==> config.mk <==
export PLATFORM = sky130hd
export DESIGN_NAME = cache_bus_arbiter_n
export DESIGN_NICKNAME = d
export VERILOG_FILES = /design/src/rtl/cache_bus_arbiter_n.sv
export SDC_FILE = /design/constraint.sdc
export NUM_CORES = 1
export LEC_CHECK = 0
export BUFFER_PORTS_ARGS = -buffer_cell sky130_fd_sc_hd__buf_4
export CAP_MARGIN = 30
export CORE_AREA = 5 5 309 311
export CTS_CLUSTER_DIAMETER = 120
export CTS_CLUSTER_SIZE = 40
export DETAILED_ROUTE_END_ITERATION = 6
export DIE_AREA = 0 0 314 316
export GPL_TIMING_DRIVEN = 1
export PLACE_DENSITY = 0.33
export SYNTH_ARGS = -nofsm -noshare
export SYNTH_HDL_FRONTEND = slang
export SYNTH_SLANG_ARGS = --single-unit
==> constraint.sdc <==
create_clock -name clk -period 2.6 [get_ports clk]
set_input_delay 0.13 -clock clk [delete_from_list [all_inputs] [get_ports clk]]
set_output_delay 0.13 -clock clk [all_outputs]
set_load 0.05 [all_outputs]
==> src/rtl/cache_bus_arbiter_n.sv <==
// cache_bus_arbiter_n
// Round-robin arbiter that lets NUM_CLIENTS cache front-ends share one
// memory-side bus. A grant lasts for one whole transaction: a read is a single
// header beat followed by BEATS response beats. A write is a header beat
// followed by BEATS data beats.
// Optional feature: define CACHEARB_WATCHDOG_EN to abort a response phase
// that stalls for TIMEOUT cycles. When it fires, err pulses for one cycle.
module cache_bus_arbiter_n #(
   parameter int DATA_WIDTH  = 64,
   parameter int TAG_WIDTH   = 13,
   parameter int NUM_CLIENTS = 4,
   parameter int BEATS       = 8,
   parameter int TIMEOUT     = 256
) (
   input  logic                              clk,
   input  logic                              reset,
   input  logic [NUM_CLIENTS*DATA_WIDTH-1:0] cl_req,
   input  logic [NUM_CLIENTS*TAG_WIDTH-1:0]  cl_reqtag,
   input  logic [NUM_CLIENTS-1:0]            cl_reqcyc,
   output logic [NUM_CLIENTS-1:0]            cl_reqack,
   output logic [NUM_CLIENTS*DATA_WIDTH-1:0] cl_resp,
   output logic [NUM_CLIENTS*TAG_WIDTH-1:0]  cl_resptag,
   output logic [NUM_CLIENTS-1:0]            cl_respcyc,
   input  logic [NUM_CLIENTS-1:0]            cl_respack,
   output logic [DATA_WIDTH-1:0]             bus_req,
   output logic [TAG_WIDTH-1:0]              bus_reqtag,
   output logic                              bus_reqcyc,
   input  logic                              bus_reqack,
   input  logic [DATA_WIDTH-1:0]             bus_resp,
   input  logic [TAG_WIDTH-1:0]              bus_resptag,
   input  logic                              bus_respcyc,
   output logic                              bus_respack,
   output logic [$clog2(NUM_CLIENTS)-1:0]    grant,
   output logic                              busy,
   output logic                              err
);

   localparam int GW = $clog2(NUM_CLIENTS);
   localparam int CW = $clog2(BEATS + 1);

   typedef enum logic [1:0] {IDLE, REQ, RESP} state_t;

   state_t          state_q, state_d;
   logic [GW-1:0]   grant_q, grant_d;
   logic [GW-1:0]   lastGrant_q, lastGrant_d;
   logic [CW-1:0]   beatCnt_q, beatCnt_d;
   logic            headerDone_q, headerDone_d;

   logic [GW-1:0]   arbPick, arbIdx;
   logic            arbValid;
   logic            curReqcyc, curRespack;
   logic [TAG_WIDTH-1:0] curTag;
   logic            reqBeat, respBeat, lastBeat, wdFire;

   assign curReqcyc  = cl_reqcyc[grant_q];
   assign curRespack = cl_respack[grant_q];
   assign curTag     = cl_reqtag[grant_q*TAG_WIDTH +: TAG_WIDTH];
   assign reqBeat    = (state_q == REQ) && curReqcyc && bus_reqack;
   assign respBeat   = (state_q == RESP) && bus_respcyc && curRespack;
   assign lastBeat   = (beatCnt_q == CW'(BEATS - 1));

   // Round-robin pick: scan downward so that the closest requester after lastGrant wins
   always_comb begin
      arbValid = 1'b0;
      arbPick  = '0;
      arbIdx   = '0;
      for (int i = NUM_CLIENTS; i >= 1; i--) begin
         arbIdx = GW'((int'(lastGrant_q) + i) % NUM_CLIENTS);
         if (cl_reqcyc[arbIdx]) begin
            arbValid = 1'b1;
            arbPick  = arbIdx;
         end
      end
   end

`ifdef CACHEARB_WATCHDOG_EN
   localparam int WW = $clog2(TIMEOUT + 1);
   logic [WW-1:0] wdCnt_q, wdCnt_d;

   assign wdFire = (state_q == RESP) && !respBeat && (wdCnt_q == WW'(TIMEOUT - 1));

   // Count stalled response cycles; any transfer or leaving RESP restarts the count
   always_comb begin
      wdCnt_d = '0;
      if ((state_q == RESP) && !respBeat && !wdFire) begin
         wdCnt_d = wdCnt_q + 1'b1;
      end
   end

   // Watchdog counter register
   always_ff @(posedge clk) begin
      if (reset) begin
         wdCnt_q <= '0;
      end else begin
         wdCnt_q <= wdCnt_d;
      end
   end
`else
   logic unusedTimeout;
   assign unusedTimeout = (TIMEOUT != 0);
   assign wdFire        = 1'b0;
`endif

   // State and transaction bookkeeping registers; reset abandons any transaction in flight
   always_ff @(posedge clk) begin
      if (reset) begin
         state_q      <= IDLE;
         grant_q      <= '0;
         lastGrant_q  <= GW'(NUM_CLIENTS - 1);
         beatCnt_q    <= '0;
         headerDone_q <= 1'b0;
      end else begin
         state_q      <= state_d;
         grant_q      <= grant_d;
         lastGrant_q  <= lastGrant_d;
         beatCnt_q    <= beatCnt_d;
         headerDone_q <= headerDone_d;
      end
   end

   // Next state: the header tag decides read vs write the moment it transfers
   always_comb begin
      state_d      = state_q;
      grant_d      = grant_q;
      lastGrant_d  = lastGrant_q;
      beatCnt_d    = beatCnt_q;
      headerDone_d = headerDone_q;
      unique case (state_q)
         IDLE: begin
            if (arbValid) begin
               state_d      = REQ;
               grant_d      = arbPick;
               lastGrant_d  = arbPick;
               beatCnt_d    = '0;
               headerDone_d = 1'b0;
            end
         end
         REQ: begin
            if (reqBeat) begin
               if (!headerDone_q) begin
                  headerDone_d = 1'b1;
                  if (curTag[TAG_WIDTH-1]) begin
                     state_d   = RESP;
                     beatCnt_d = '0;
                  end
               end else if (lastBeat) begin
                  state_d = IDLE;
               end else begin
                  beatCnt_d = beatCnt_q + 1'b1;
               end
            end
         end
         RESP: begin
            if (wdFire) begin
               state_d = IDLE;
            end else if (respBeat) begin
               if (lastBeat) begin
                  state_d = IDLE;
               end else begin
                  beatCnt_d = beatCnt_q + 1'b1;
               end
            end
         end
         default: state_d = IDLE;
      endcase
   end

   // Outputs: connect only the granted client to the bus side of the phase we are in
   always_comb begin
      bus_req     = '0;
      bus_reqtag  = '0;
      bus_reqcyc  = 1'b0;
      cl_reqack   = '0;
      cl_resp     = '0;
      cl_resptag  = '0;
      cl_respcyc  = '0;
      bus_respack = 1'b0;
      if (state_q == REQ) begin
         bus_req            = cl_req[grant_q*DATA_WIDTH +: DATA_WIDTH];
         bus_reqtag         = curTag;
         bus_reqcyc         = curReqcyc;
         cl_reqack[grant_q] = bus_reqack;
      end
      if (state_q == RESP) begin
         cl_resp             = {NUM_CLIENTS{bus_resp}};
         cl_resptag          = {NUM_CLIENTS{bus_resptag}};
         cl_respcyc[grant_q] = bus_respcyc;
         bus_respack         = curRespack;
      end
   end

   assign grant = grant_q;
   assign busy  = (state_q != IDLE);
   assign err   = wdFire;

endmodule

## After elaboration in Yosys (flattened, before gate mapping)

Cells that the tools add are included.

- Bits in registers: 11
- Latch bits: 0
- RAM bits: 0
- Memory bits (read-only): 0
- Input port bits: 397
- Output and inout port bits: 399
- Logic and storage cells: 88
- Memories kept: 0

- $add $sub $neg: 5
- $mul: 1
- Divide/modulo/power cells: 0
- Magnitude comparators: 6
- Eq/ne operators: 7
- Shift operators: 2
- Mux-type cells: 47
- Bitwise operators: 2
- Reduce and logical (&&, ||, !) cells: 13

Operator list:

| operator | number |
|---|---|
| 256-bit 2-to-1 mux | 1 |
| 256-bit by 9-bit variable part select with 64-bit output | 1 |
| 64-bit 2-to-1 mux | 1 |
| 52-bit 2-to-1 mux | 1 |
| 52-bit by 7-bit variable part select with 13-bit output | 1 |
| 4-bit 2-to-1 mux | 8 |
| 2-bit 2-to-1 mux | 10 |
| 2-bit by 3-bit < comparator with 1-bit output, second input constant | 5 |
| 1-bit 2-to-1 mux | 15 |
| 13-bit 2-to-1 mux | 1 |
| 1-bit binary-select mux with 2-bit select | 6 |
| 4-bit case mux with 3 select lines | 1 |
| 4-bit bitwise AND | 2 |
| 2-bit by 4-bit multiplier with 6-bit output, second input constant | 1 |
| 2-bit inequality test, second input constant | 3 |
| 2-bit case mux with 3 select lines | 1 |
| 1-bit logical AND | 5 |
| 5-bit AND reduction | 1 |
| 2-bit by 1-bit adder with 2-bit output, second input constant | 2 |
| 2-bit adder, second input constant | 2 |
| 4-bit by 1-bit adder with 4-bit output, second input constant | 1 |
| 4-bit by 3-bit == test with 1-bit output, second input constant | 1 |
| 4-bit AND reduction | 1 |
| 2-bit nonzero test | 2 |
| other kinds (10) | 10 |

## Longest topological paths before layout

- Depth after elaboration: 9
- Mapped depth: 8
- Mapped depth without buffers: 7

## Least setup slack after synthesis

OpenSTA, ideal clock, no wires.

- Kind: reg2out
- Start point: register grant_q[0], in the netlist grant[0]
- End point: output port bus_req[10]
- Data arrival time: 2.403 ns
- Required time: 2.470 ns
- Slack: 0.067 ns
- Cell stages (with the launch flop): 6
- Buffers on the path: 3
- Cells stage by stage: dfxtp_1 > buf_4 > clkbuf_1 > buf_2 > mux4_2 > and2_1

- Longest elaborated chain between the ends: 2

Ends and longest elaborated chain:

| what | line | RTL |
|---|---|---|
| start: declaration | 44 | `logic [GW-1:0] grant_q, grant_d;` |
| start signal: assignment | 114 | `grant_q <= grant_d;` |
| 256-bit by 9-bit variable part select with 64-bit output | 179 | `bus_req = cl_req[grant_q*DATA_WIDTH +: DATA_WIDTH];` |
| 64-bit 2-to-1 mux | 178 | `if (state_q == REQ) begin` |
| end: declaration | 25 | `output logic [DATA_WIDTH-1:0] bus_req,` |

Every way passes these cells.

## Final worst setup path

- Start point: register grant_q[0], in the netlist grant[0]
- End point: output port bus_req[27]

Same word-level chain as after synthesis.

==> impl_metrics.json <==
{
  "post_synth_xor_area_fraction": 0,
  "power.share.sequential": 0.034,
  "final.period_utilization": 0.8621,
  "measured_slew_at_the_worst_slew_check_pin_ns": 0.7049,
  "cp_top_family": "buffers and inverters",
  "worstPathArrival_ns": 2.11,
  "power_frac_comb": 0.939,
  "cts-hold-fix-buffers": 0,
  "required_time_of_the_critical_path_ns": 2.47,
  "number_of_iterations_in_the_first_detailed_routing_pass": 4,
  "finalMaxSlewViolations": 0,
  "worst-path-max-fanout": 18,
  "vias": 6700,
  "power.static_leakage_nw": 5.377,
  "number_of_endpoints_with_negative_hold_slack_in_the_final_report": 0,
  "first_global_vias": 7140,
  "crit_buf_inv": 3,
  "largest_net_degree_at_the_start_of_global_routing": 82,
  "critPathMostFrequentCell": "buf_12",
  "synthAdderAreaFrac": 0.01156,
  "place_congestion": 0.8343,
  "route.detailed.vias_per_inst": 2.849,
  "post-cts-setup-buffer-count": 0,
  "core_region_area_um2": 92490,
  "p_total_w": 0.01007,
  "yosys.area.top_type": "mux4_2",
  "design.die.area_um2": 99220,
  "post_synth_instance_area_um2": 5410,
  "post_synth_and_or_nand_nor_area_fraction": 0.2269,
  "rows": 112,
  "ys_async_sr_fraction": 0,
  "worst_clock_skew_ns": 0.003695,
  "vdd_drop_max_mv": 0.4422,
  "synthesis.instances": 610,
  "grt_use_total": 0.1049,
  "fmax_mhz": 446.1,
  "synth-warning-count": 0,
  "layout.filler_cells": 10670,
  "post-route-drc-count": 0,
  "rsz0062_at_grt": "no",
  "holdCritPathClass": "in -> reg",
  "drive_gt1_frac": 0.7813,
  "most-common-layout-cells": "buf_4 (804), and2_1 (156), mux4_2 (78)",
  "route.final.wire_length_um": 56450,
  "period_needed_ns": 2.241,
  "cts_tree": "yes",
  "cts_inserted_buffers": 3,
  "clockPowerShare": 0.028,
  "postSynth.topFlopCell": "dfxtp_1",
  "power.internal_w": 0.003574,
  "initial_antenna_violation_count": 19,
  "fin_setup_tns_ns": 0,
  "crit_path_cell_trace": "buf_12 -> buf_12 -> mux4_2 -> and2_1 -> buf_4",
  "wl_per_cell_um": 24.00,
  "final_core_util": 0.1217,
  "synthesized_nets": 1012,
  "antenna_left": 0,
  "start_util": 0.05850,
  "clock_tree.htree_level_count": 1,
  "die_outline_height_um": 316,
  "max_cap_viol_count": 0,
  "grt_pass1_wl_um": 70190,
  "synth.mux.area_fraction": 0.3284,
  "run_status": "complete, no violations",
  "final_net_count": 1555,
  "drt_first_iter_violations": 180,
  "design_area_um2": 11250,
  "critical-path-max-stage-delay_ns": 0.52,
  "netlist.area_leader.share": 0.3247,
  "die_width_um": 314,
  "synth_top_family_by_area": "buffers and inverters",
  "io_buffer_count": 794,
  "slew_headroom": 0.5301,
  "yosys_register_bits": 11,
  "power.density_cell_area_nw_per_um2": 894.9,
  "crit_slowest_cell": "mux4_2",
  "timing.critical_path.to_type": "output pin",
  "synth-edff-count": 0,
  "crit_type": "reg -> out",
  "ports_placed_on_the_boundary": 796,
  "yosysUniqueCellTypes": 38,
  "clock_latency_of_the_later_clocked_register_in_the_worst_skew_pair_ns": 0.24,
  "fin_hold_ws_ns": 0.1414,
  "dpl_cell_area_um2": 11170,
  "synth_area_in_compound_gates": 0.03631,
  "synth.area.top_cells": "mux4_2 (32%), buf_4 (32%), and2_1 (18%)",
  "grt_overflow_total": 0,
  "layout_commonest_cell": "buf_4",
  "power_switching_share": 0.6451,
  "synth.avg_cell_area_um2": 8.869,
  "cts_root_buf": "clkbuf_16",
  "number_of_sinks_handled_by_clock_tree_synthesis": 11,
  "setup_viol": 0,
  "worstSetupStartpointType": "flop",
  "power.switching_w": 0.006496,
  "areaGrowthSynthToFinish_pct": 108.0,
  "dp.final_hpwl_um": 52510,
  "synth_sequential_area_ratio": 0.04070,
  "clkTransAtPathRegs_ns": 0.04,
  "ctsLongestPathBuffers": 2,
  "postCtsResizedCells": 0
}
-- registers in the layout, indices dropped and copies added, names as in the netlist --
signal and flops:
beatCnt_q 4, headerDone_q 1, state_q 2, grant 2, lastGrant_q 2
-- power by group through the flow --
stage               Sequential (W)  Combinational (W)  Clock [W]
floorplan                 0.000291            0.00684          0
global placement          0.000343            0.00960          0
detailed placement        0.000351            0.00957          0
CTS                       0.000346            0.00960   0.000290
global route              0.000359            0.00988   0.000302
finish                    0.000338            0.00945   0.000279
-- metal layers --
metal	track usage	part of all wire	up-vias
li1	-	-	2961
met1	0.1272	0.40	3227
met2	0.1798	0.48	454
met3	0.04064	0.10	38
met4	0.01735	0.014	20
met5	0	0.0022	-
-- stage by stage --
step | cells | worst slack (ns)
after CTS | 2349 | 0.2837
after detailed placement | 2345 | 0.4741
after global placement | 2345 | 0.4324
final | 2352 | 0.3585
after global routing | 2351 | 0.2379
after floorplan | 610 | 0.06688
-- logic make-up (layout without fill, tap and decap cells) --
group	after synthesis	in the layout
AOI/OAI and AO/OA	29	29
adders and majority gates	5	5
buffers and inverters	277	819
DFF	11	11
muxes	80	80
other	1	4
and+or+nand+nor	207	207
-- cell type report --
type / count / area, µm² / area share
Timing Repair Buffer: 809 / 6136 / 0.5453
Multi-Input combinational cell: 322 / 3282 / 0.2917
Tap cell: 1197 / 1498 / 0.1331
Sequential cell: 11 / 227.7 / 0.02024
Clock buffer: 4 / 78.83 / 0.007005
Inverter: 6 / 22.52 / 0.002002
Antenna cell: 3 / 7.507 / 0.0006672
-- synth_stat cells (all sizes together) (3+ instances only) --
library cell,n
nand2b,7
inv,6
nor4,3
mux4,78
o21ai,7
dfxtp,11
nor3,5
a21oi,8
nor2,11
buf,244
ha,5
nand2,18
and2,156
clkbuf,27
-- worst paths after layout --
kind / to / depth (start not counted) / start / slack, ns
max: bus_req[27] / 5 / grant[0] / 0.36
min: grant[1] / 2 / reset / 0.14
max reg2reg: beatCnt_q[3] / 6 / state_q[0] / 0.43
min reg2reg: beatCnt_q[0] / 2 / beatCnt_q[0] / 0.49
(Power assumes the default switching activity.)
